File: src/rtl/mem_pkg.sv
// Shared types and helpers for the L2 miss handler and its memory port.
package mem_pkg;

  typedef enum logic [2:0] {IDLE, WB, RD_REQ, RD_WAIT, DONE} refill_state_t;

  localparam int unsigned WORD_BYTES = 4;

  // Clears the byte-offset bits of a line of 'words' 32-bit words.
  function automatic logic [63:0] line_base(input logic [63:0] addr, input int unsigned words);
    logic [63:0] mask;
    mask = 64'(words * WORD_BYTES) - 64'd1;
    return addr & ~mask;
  endfunction

endpackage

File: src/rtl/l2_refill_ctrl.sv
// L2 miss handler: writes back a dirty victim line, then refills the missed line word by word
// over a single-word request/grant + rvalid memory port with one outstanding read.
module l2_refill_ctrl
  import mem_pkg::*;
#(
  parameter int unsigned WORDS_PER_LINE = 4,
  parameter int unsigned ADDR_W         = 32
) (
  input  logic                         clk,
  input  logic                         rst,
  input  logic                         miss_i,
  input  logic [ADDR_W-1:0]            miss_addr_i,
  input  logic                         victim_dirty_i,
  input  logic [ADDR_W-1:0]            victim_addr_i,
  input  logic [32*WORDS_PER_LINE-1:0] victim_line_i,
  output logic                         refill_valid_o,
  output logic [ADDR_W-1:0]            refill_addr_o,
  output logic [32*WORDS_PER_LINE-1:0] refill_line_o,
  output logic                         stall_o,
  output logic                         mem_req_o,
  output logic                         mem_we_o,
  output logic [ADDR_W-1:0]            mem_addr_o,
  output logic [31:0]                  mem_wdata_o,
  input  logic                         mem_gnt_i,
  input  logic                         mem_rvalid_i,
  input  logic [31:0]                  mem_rdata_i
);

  localparam int unsigned CntW  = $clog2(WORDS_PER_LINE);
  localparam int unsigned LineW = 32 * WORDS_PER_LINE;
  localparam logic [CntW-1:0] LastCnt = CntW'(WORDS_PER_LINE - 1);

  refill_state_t     state_q;
  logic [CntW-1:0]   cnt_q;
  logic [ADDR_W-1:0] miss_base_q;
  logic [ADDR_W-1:0] vic_base_q;
  logic [LineW-1:0]  vic_line_q;
  logic [LineW-1:0]  line_q;
  logic [ADDR_W-1:0] word_off;

  always_ff @(posedge clk or posedge rst) begin
    if (rst) begin
      state_q     <= IDLE;
      cnt_q       <= '0;
      miss_base_q <= '0;
      vic_base_q  <= '0;
      vic_line_q  <= '0;
      line_q      <= '0;
    end else begin
      unique case (state_q)
        IDLE: begin
          if (miss_i) begin
            miss_base_q <= ADDR_W'(line_base(64'(miss_addr_i), WORDS_PER_LINE));
            vic_base_q  <= ADDR_W'(line_base(64'(victim_addr_i), WORDS_PER_LINE));
            vic_line_q  <= victim_line_i;
            cnt_q       <= '0;
            state_q     <= victim_dirty_i ? WB : RD_REQ;
          end
        end
        WB: begin
          if (mem_gnt_i) begin
            if (cnt_q == LastCnt) begin
              cnt_q   <= '0;
              state_q <= RD_REQ;
            end else begin
              cnt_q <= cnt_q + 1'b1;
            end
          end
        end
        RD_REQ: begin
          if (mem_gnt_i) state_q <= RD_WAIT;
        end
        RD_WAIT: begin
          // Read data is only ever taken here, so stray responses elsewhere fall on the floor.
          if (mem_rvalid_i) begin
            line_q[32*int'(cnt_q) +: 32] <= mem_rdata_i;
            if (cnt_q == LastCnt) begin
              cnt_q   <= '0;
              state_q <= DONE;
            end else begin
              cnt_q   <= cnt_q + 1'b1;
              state_q <= RD_REQ;
            end
          end
        end
        DONE:    state_q <= IDLE;
        default: state_q <= IDLE;
      endcase
    end
  end

  assign word_off = ADDR_W'(WORD_BYTES) * ADDR_W'(cnt_q);

  always_comb begin
    mem_req_o      = 1'b0;
    mem_we_o       = 1'b0;
    mem_addr_o     = '0;
    mem_wdata_o    = '0;
    refill_valid_o = 1'b0;
    refill_addr_o  = '0;
    refill_line_o  = '0;
    unique case (state_q)
      WB: begin
        mem_req_o   = 1'b1;
        mem_we_o    = 1'b1;
        mem_addr_o  = vic_base_q + word_off;
        mem_wdata_o = vic_line_q[32*int'(cnt_q) +: 32];
      end
      RD_REQ: begin
        mem_req_o  = 1'b1;
        mem_addr_o = miss_base_q + word_off;
      end
      DONE: begin
        refill_valid_o = 1'b1;
        refill_addr_o  = miss_base_q;
        refill_line_o  = line_q;
      end
      default: ;
    endcase
  end

  // Combinational in IDLE so the pipeline stalls in the same cycle the miss appears.
  assign stall_o = (state_q != IDLE) | miss_i;

endmodule

File: config.mk
export PLATFORM = sky130hd
export DESIGN_NAME = l2_refill_ctrl
export DESIGN_NICKNAME = d
export VERILOG_FILES = /design/src/rtl/mem_pkg.sv /design/src/rtl/l2_refill_ctrl.sv
export SDC_FILE = /design/constraint.sdc
export NUM_CORES = 1
export LEC_CHECK = 0
export CAP_MARGIN = 20
export CELL_PAD_IN_SITES_DETAIL_PLACEMENT = 0
export CELL_PAD_IN_SITES_GLOBAL_PLACEMENT = 2
export CORE_ASPECT_RATIO = 0.7
export CORE_MARGIN = 4
export CORE_UTILIZATION = 30
export CTS_CLUSTER_DIAMETER = 50
export DETAILED_ROUTE_END_ITERATION = 6
export GPL_TIMING_DRIVEN = 0
export PLACE_DENSITY = 0.82
export SKIP_LAST_GASP = 1
export SLEW_MARGIN = 15
export SYNTH_ARGS = -nofsm -noshare
export SYNTH_HDL_FRONTEND = slang
export SYNTH_SLANG_ARGS = --single-unit
export TNS_END_PERCENT = 1
File: constraint.sdc
create_clock -name clk -period 13.2 [get_ports clk]
set_input_delay 3.3 -clock clk [delete_from_list [all_inputs] [get_ports clk]]
set_output_delay 3.3 -clock clk [all_outputs]
set_load 0.005 [all_outputs]
After elaboration in Yosys (flattened, before gate mapping)
Cells that the tools add are included.

cells by class
  add/sub/neg operators = 4
  equality and inequality tests = 10
  shift-type cells = 3
  multiplexer cells = 21
  bitwise operators = 1
  reductions and logical operators = 8

operator list
  cell                                                                       count
  128-bit bitwise mux                                                        1
  128-bit 2-to-1 mux                                                         1
  32-bit by 33-bit variable shift with 128-bit output, first input constant  1
  128-bit by 8-bit indexed part select with 32-bit output                    1
  32-bit by 33-bit indexed part select with 128-bit output                   1
  32-bit by 4-bit adder with 32-bit output                                   2
  32-bit 2-to-1 mux                                                          2
  32-bit one-hot mux with 2 select lines                                     1
  7-bit negator with 33-bit output                                           1
  3-bit 2-to-1 mux                                                           6
  3-bit one-hot mux with 4 select lines                                      1
  2-bit 2-to-1 mux                                                           5
  2-bit != test, second input constant                                       5
  3-bit by 2-bit == test with 1-bit output, second input constant            2
  2-bit one-hot mux with 3 select lines                                      1
  3-bit nonzero test                                                         2
  5-bit AND reduction                                                        1
  2-bit AND reduction                                                        2
  4-bit AND reduction                                                        1
  3-bit by 1-bit == test with 1-bit output, second input constant            1
  3-bit == test, second input constant                                       1
  3-bit zero test                                                            1
  1-bit 2-to-1 mux                                                           3
  2-bit by 1-bit adder with 2-bit output, second input constant              1
  other kinds (3)                                                            3

word-level totals
  register bits after elaboration = 317
  output and inout bits = 228
  logic and storage cells = 53

Depth between registers and ports, before layout
Gate-level depths: netlist of the first run.

  depth in word-level cells = 4
  depth in mapped cells = 10

Worst setup path after synthesis of the first run
Ideal clock, no wire load.

  kind = input -> output
  start point = input miss_i
  end point = output stall_o
  arrival time = 3.711 ns
  required time = 9.900 ns
  setup slack = 6.189 ns
  stages on the path = 1
  path through = or4_1

between the ends
  longest elaborated chain between the ends = 1

RTL lines
  what             RTL line               source
  start, declared  l2_refill_ctrl.sv:11   input logic miss_i,
  1-bit OR         l2_refill_ctrl.sv:123  assign stall_o = (state_q != IDLE) | miss_i;
  end, declared    l2_refill_ctrl.sv:19   output logic stall_o,

No other way between the ends.

Final worst setup path of the first run
Same ends and word-level chain as after synthesis.

==> metrics.yaml, run 1 <==
run_status:
  status: "complete, no violations"
cts:
  clock_sinks: 317
  clkTransAtPathRegs_ns: 0.06
  cts_buffer_depth: 3
  htreeDepth: 2
  clock_latency_ns: 0.53
  cts_made_buffers: 41
  clockRootBuffer: "clkbuf_16"
  cts_resized: 0
  post_cts_buffers: 0
  tritoncts: "built"
  hold_buffers: 0
worst_setup_path:
  r2r_slack_ns: 9.54
  crit_top_cell: "clkdlybuf4s50_1"
  crit_slowest_cell: "clkdlybuf4s50_1"
  start_kind: "input port"
  r2r_start: "cnt_q[1]"
  crit_chain: "clkdlybuf4s50_1 > or4_1 > clkdlybuf4s50_1"
  cp_max_fo: 3
  arrival_ns: 4.71
  cpPeakStageDelay_ns: 0.53
  r2r-end: "line_q[101]"
  reg2reg_depth: 10
  cp.required_ns: 9.90
  crit_path_end_kind: "output port"
  crit_type: "input port to output port"
sta:
  fin_worst_skew_ns: 0.0191
  worstMarginPinSlew_ns: 0.971
  setup_slack_ns: 5.19
  worst_hold_slack_ns: 0.475
  setup_viol: 0
  relSlewSlack: 0.353
  clock.fmax_mhz: 125
  final-hold-violation-count: 0
  finalCritPeriodShare: 0.607
  min_period_ns: 8.01
  maxSlewViolCount: 0
  tns_ns: 0
  rsz0062_at_grt: "no"
grt:
  overflow: 0
  grt_pass1_vias: 12433
  grtUsageTotal: 0.203
  antenna_found_initial: 10
  grt_max_degree: 102
  grt_pass1_wl_mm: 82.4
finish:
  layout-drive-gt1-share: 0.212
  seq_area_um2: 7930
  final_util: 0.439
  area_growth_pct: 44.8
  fillers: 4626
  nNetsFinal: 1923
  multi_input_area_um2: 5990
  final_area_um2: 21600
routing:
  drc: 0
  drtAntennaViolNets: 0
  first_iter_violations: 765
  vias_per_cell: 5.00
  routed_wl_mm: 55.6
  vias: 11929
  routedWlPerCell_um: 23.3
  firstDrtPassIters: 5
place:
  gp_congestion: 0.845
  port_buffers: 443
  pre_cts_slack_ns: 5.15
  postPlaceCellArea_um2: 20300
  place_hpwl_mm: 42.1
yosys:
  ys_ff_latch: 317
  ys_types: 49
  synthArstFlopShare: 1.00
  synthMostInstantiatedCell: "dfrtp_1"
  syn_area_um2: 14900
  synth.area.top_cells: "dfrtp_1, mux2_2, and2_1"
  synth-seq-area-share: 0.532
  synth_top_cell_area_share: 0.532
  synthFlopType: "dfrtp_1"
  synth_common_cells: "dfrtp_1, mux2_2, and2_1, a22o_1, inv_1"
  yosys_warnings: 0
  synthCells: 1193
  synth_edf_count: 0
  synth_top_cell_by_area: "dfrtp_1"
  avgSynthCellArea_um2: 12.5
die:
  die-area_um2: 53400
  die_w_um: 274
  io_pins: 458
  core.rowCount: 68
  die_h_um: 194
  core_area_um2: 49200
  start_util: 0.303
worst_hold_path:
  hold_end: "line_q[103]"
  worstHoldStart: "line_q[103]"
  hold_path_class: "flip-flop to flip-flop"
  hold_depth: 1
pwr:
  power_density_nw_per_um2: 193
  p_leak_nw: 8.85
  vdd_drop_max_uv: 70.6
job:
  maxCapViolations: 0
state kept, by name (all words and copies together) (netlist names):
| register | flops |
|---|---|
| miss_base_q | 28 |
| state_q | 3 |
| vic_line_q | 128 |
| line_q | 128 |
| vic_base_q | 28 |
| cnt_q | 2 |
report_power, final:
group	total [mW]	internal (mW)	switching [mW]
clock network	1.08	0.635	0.446
logic	1.49	0.782	0.707
registers	1.59	1.39	0.203
worst max path at each step:
| stage | start | endpoint | slack [ns] | depth (start not counted) |
|---|---|---|---|---|
| floorplan | rst | cnt_q[0] | 1.13 | 1 |
| CTS | miss_i | stall_o | 5.15 | 3 |
| global route | miss_i | stall_o | 5.12 | 3 |
| detailed placement | miss_i | stall_o | 5.15 | 3 |
| finish | miss_i | stall_o | 5.19 | 3 |
| global placement | rst | line_q[102] | -3.34 | 2 |
through the flow:
step / cells / power, mW
3_5_place_dp: 2309 / 3.10
4_1_cts: 2380 / 4.20
2_1_floorplan: 1198 / 2.49
6_report: 2385 / 4.16
3_3_place_gp: 2306 / 3.05
5_1_grt: 2384 / 4.41
layout by cell type, fill, tap and decap left out, types with 3 or more instances in the layout:
cell / Yosys / layout
clkdlybuf4s50_1: 0 / 443
dfrtp_1: 317 / 317
mux2_2: 177 / 177
and2_1: 129 / 129
a22o_1: 86 / 86
inv_1: 71 / 70
o21ai_0: 64 / 64
nand4_1: 64 / 64
nor4_1: 64 / 64
clkbuf_16: 0 / 41
clkbuf_1: 31 / 38
buf_2: 37 / 37
mux4_2: 32 / 32
buf_6: 22 / 22
buf_4: 13 / 13
buf_1: 13 / 13
mux2_1: 10 / 10
clkbuf_8: 0 / 7
ha_1: 6 / 6
conb_1: 1 / 6
diode_2: 0 / 5
nand2_1: 5 / 5
clkbuf_2: 5 / 5
o21ai_1: 5 / 5
clkinv_2: 0 / 5
a21oi_1: 4 / 4
clkinv_4: 0 / 4
nand3_1: 3 / 3
inv_8: 0 / 3
buf_16: 0 / 3
metal layers:
metal	wire length, um	track usage	vias to the layer above
met5	49	0	-
met4	1370	0.0552	8
met3	4620	0.0617	81
met2	24100	0.300	393
met1	25500	0.291	6136
li1	-	-	5311
logic make-up (layout without fill, tap and decap cells):
logic type,after synthesis,in the layout,synth area share
AO/OA/AOI/OAI,168,168,0.0800
adder cells (fa/ha/maj),6,6,0.00504
other,1,11,0.000252
AND/OR/NAND/NOR,287,287,0.125
flip-flops,317,317,0.532
multiplexers,221,221,0.191
buffers and inverters,193,710,0.0665
worst max-delay path, delay by kind of cell:
kind	cells	cell delay, ns
buf+inv	2	1.00
simple gates	1	0.41
final cells by class:
class                           count  share of cell area
Timing Repair Buffer              446               0.209
Tap cell                          665              0.0386
Clock inverter                     16             0.00673
Clock buffer                       55              0.0532
Inverter                           72              0.0129
Multi-Input combinational cell    688               0.278
Buffer                            121              0.0334
Antenna cell                        5            0.000580
Sequential cell                   317               0.368
No activity file was read; power rests on OpenSTA's default activity.
==> run 2: changes to the inputs <==
--- a/config.mk
+++ b/config.mk
@@ -10,11 +10,11 @@
 export CELL_PAD_IN_SITES_GLOBAL_PLACEMENT = 2
 export CORE_ASPECT_RATIO = 0.7
 export CORE_MARGIN = 4
-export CORE_UTILIZATION = 30
+export CORE_UTILIZATION = 27
 export CTS_CLUSTER_DIAMETER = 50
 export DETAILED_ROUTE_END_ITERATION = 6
 export GPL_TIMING_DRIVEN = 0
-export PLACE_DENSITY = 0.82
+export PLACE_DENSITY = 0.78
 export SKIP_LAST_GASP = 1
 export SLEW_MARGIN = 15
 export SYNTH_ARGS = -nofsm -noshare
==> constraint.sdc (replaced) <==
create_clock -name clk -period 6.7 [get_ports clk]
set_input_delay 1.675 -clock clk [delete_from_list [all_inputs] [get_ports clk]]
set_output_delay 1.675 -clock clk [all_outputs]
set_load 0.005 [all_outputs]
==> metrics.yaml, run 2 (synthesis results as in run 1) <==
pwr:
  power_density_nw_per_um2: 379  # was 193 nW/um2
  vdd_drop_max_uv: 170  # was 70.6 uV
  p_leak_nw: 8.90  # was 8.85 nW
  finalPower_mw: 8.25  # was 4.16 mW
die:
  die-area_um2: 59100  # was 53400 um2
  die_w_um: 289  # was 274 um
  core_area_um2: 54200  # was 49200 um2
  start_util: 0.275  # was 0.303
  die_h_um: 205  # was 194 um
  core.rowCount: 71  # was 68
  io_pins: 458  # unchanged
cts:
  clock_sinks: 317  # unchanged
  cts_resized: 0  # unchanged
  hold_buffers: 0  # unchanged
  clock_latency_ns: 0.53  # about the same
  htreeDepth: 2  # unchanged
  post_cts_buffers: 0  # unchanged
  cts_buffer_depth: 3  # unchanged
  clkTransAtPathRegs_ns: 0.06  # about the same
  clockRootBuffer: "clkbuf_16"  # unchanged
  cts_made_buffers: 40  # was 41
  tritoncts: "built"  # unchanged
routing:
  firstDrtPassIters: 5  # unchanged
  routedWlPerCell_um: 23.2  # was 23.3 um
  vias: 11891  # was 11929
  met2RoutedLength_mm: 25.4  # was 24.1 mm
  routed_wl_mm: 56.9  # was 55.6 mm
  drc: 0  # unchanged
  wl_met3_mm: 4.20  # was 4.62 mm
  vias_per_cell: 4.86  # was 5.00
  drtAntennaViolNets: 0  # unchanged
  routed.top_layer: "met5"  # unchanged
  drt-met1-wl_mm: 26.2  # was 25.5 mm
  first_iter_violations: 708  # was 765
sta:
  relSlewSlack: 0.260  # was 0.353
  maxSlewViolCount: 0  # unchanged
  setup_viol: 0  # unchanged
  tns_ns: 0  # unchanged
  clock.fmax_mhz: 200
  fin_worst_skew_ns: 0.0120  # was 0.0191 ns
  finalCritPeriodShare: 0.746
  worst_hold_slack_ns: 0.471  # was 0.475 ns
  rsz0062_at_grt: "no"  # unchanged
  min_period_ns: 5.00
  final-hold-violation-count: 0  # unchanged
  worstMarginPinSlew_ns: 1.11  # was 0.971 ns
  setup_slack_ns: 1.70  # was 5.19 ns
place:
  postPlaceCellArea_um2: 20500  # was 20300 um2
  port_buffers: 443  # unchanged
  post-place-cells: 2381  # was 2309
  place_hpwl_mm: 43.9  # was 42.1 mm
  gp_congestion: 0.825  # was 0.845
  pre_cts_slack_ns: 1.91  # was 5.15 ns
finish:
  final_area_um2: 21800  # was 21600 um2
  final_util: 0.402  # was 0.439
  finalNonFillerCells: 2448  # was 2385
  reg_top3: "line_q x128, vic_line_q x128"  # unchanged
  layout-drive-gt1-share: 0.213  # was 0.212
  nNetsFinal: 1929  # was 1923
  area_growth_pct: 46.1  # was 44.8%
  final_cell_mix: "clkdlybuf4s50_1, dfrtp_1, mux2_2, and2_1, a22o_1"  # unchanged
  final_common_cell: "clkdlybuf4s50_1"  # unchanged
run_status:
  status: "complete, no violations"  # unchanged
worst_setup_path:
  start_kind: "flip-flop"  # was input port
  crit_path_end_kind: "output port"  # unchanged
  crit_type: "flip-flop to output port"  # was input port to output port
  cp_max_fo: 10  # was 3
  arrival_ns: 3.32  # was 4.71 ns
  cp.required_ns: 5.03  # was 9.90 ns
worst_hold_path:
  hold_path_class: "flip-flop to flip-flop"  # unchanged
grt:
  grt_max_degree: 36  # was 102
  grtUsageTotal: 0.189  # was 0.203
  grt_pass1_vias: 12547  # was 12433
  overflow: 0  # unchanged
  antenna_found_initial: 4  # was 10
  grt_pass1_wl_mm: 84.0  # was 82.4 mm
job:
  maxCapViolations: 0  # unchanged
==> run 2: changes by cell type in the layout (fill, tap and decap cells not counted) <==
cell,delta
inv_6,+1
clkbuf_8,-3
inv_8,-1
diode_2,-4
clkinv_2,-3
clkinv_8,+1
buf_16,-3
bufinv_16,+2
buf_12,+10
clkinv_4,-2
==> run 2: critical path, stage by stage, from the launching register on <==
cell and delay (ns):
dfrtp_1 0.32, buf_4 0.18, inv_2 0.11, nor3_1 0.46, buf_2 0.43, clkbuf_1 0.50, and2_1 0.21, clkdlybuf4s50_1 0.57
==> run 2: routing by layer <==
layer / vias to the layer above / track usage
met3: 76 / 0.0485
met5: - / 0
met2: 394 / 0.291
li1: 5311 / -
met1: 6108 / 0.270
met4: 2 / 0.0393
==> run 2: power breakdown <==
group	switching, mW	internal [mW]
combinational	1.40	1.55
clock	0.872	1.29
sequential	0.404	2.74
total	2.68	5.57
==> run 2: cell type report <==
cell class / instances / area (um2)
clock buffer: 52 / 1110
fill: 5173 / 32400
clock inverter: 14 / 190
sequential: 317 / 7930
multi-input combinational: 688 / 5990
buffer: 121 / 721
inverter: 72 / 274
tap: 730 / 913
timing repair buffer: 453 / 4630
antenna: 1 / 2.50
==> run 2: worst paths after layout <==
kind | cells after the start | slack [ns] | startpoint | endpoint
worst max-delay path | 7 | 1.70 | state_q[2] | refill_line_o[103]
worst min-delay path | 1 | 0.47 | line_q[103] | line_q[103]
worst max register to register | 10 | 2.98 | cnt_q[1] | line_q[3]
worst min register to register | 1 | 0.47 | line_q[103] | line_q[103]
max in group asynchronous | 7 | 3.58 | rst | line_q[41]
min in group asynchronous | 2 | 1.58 | rst | miss_base_q[18]
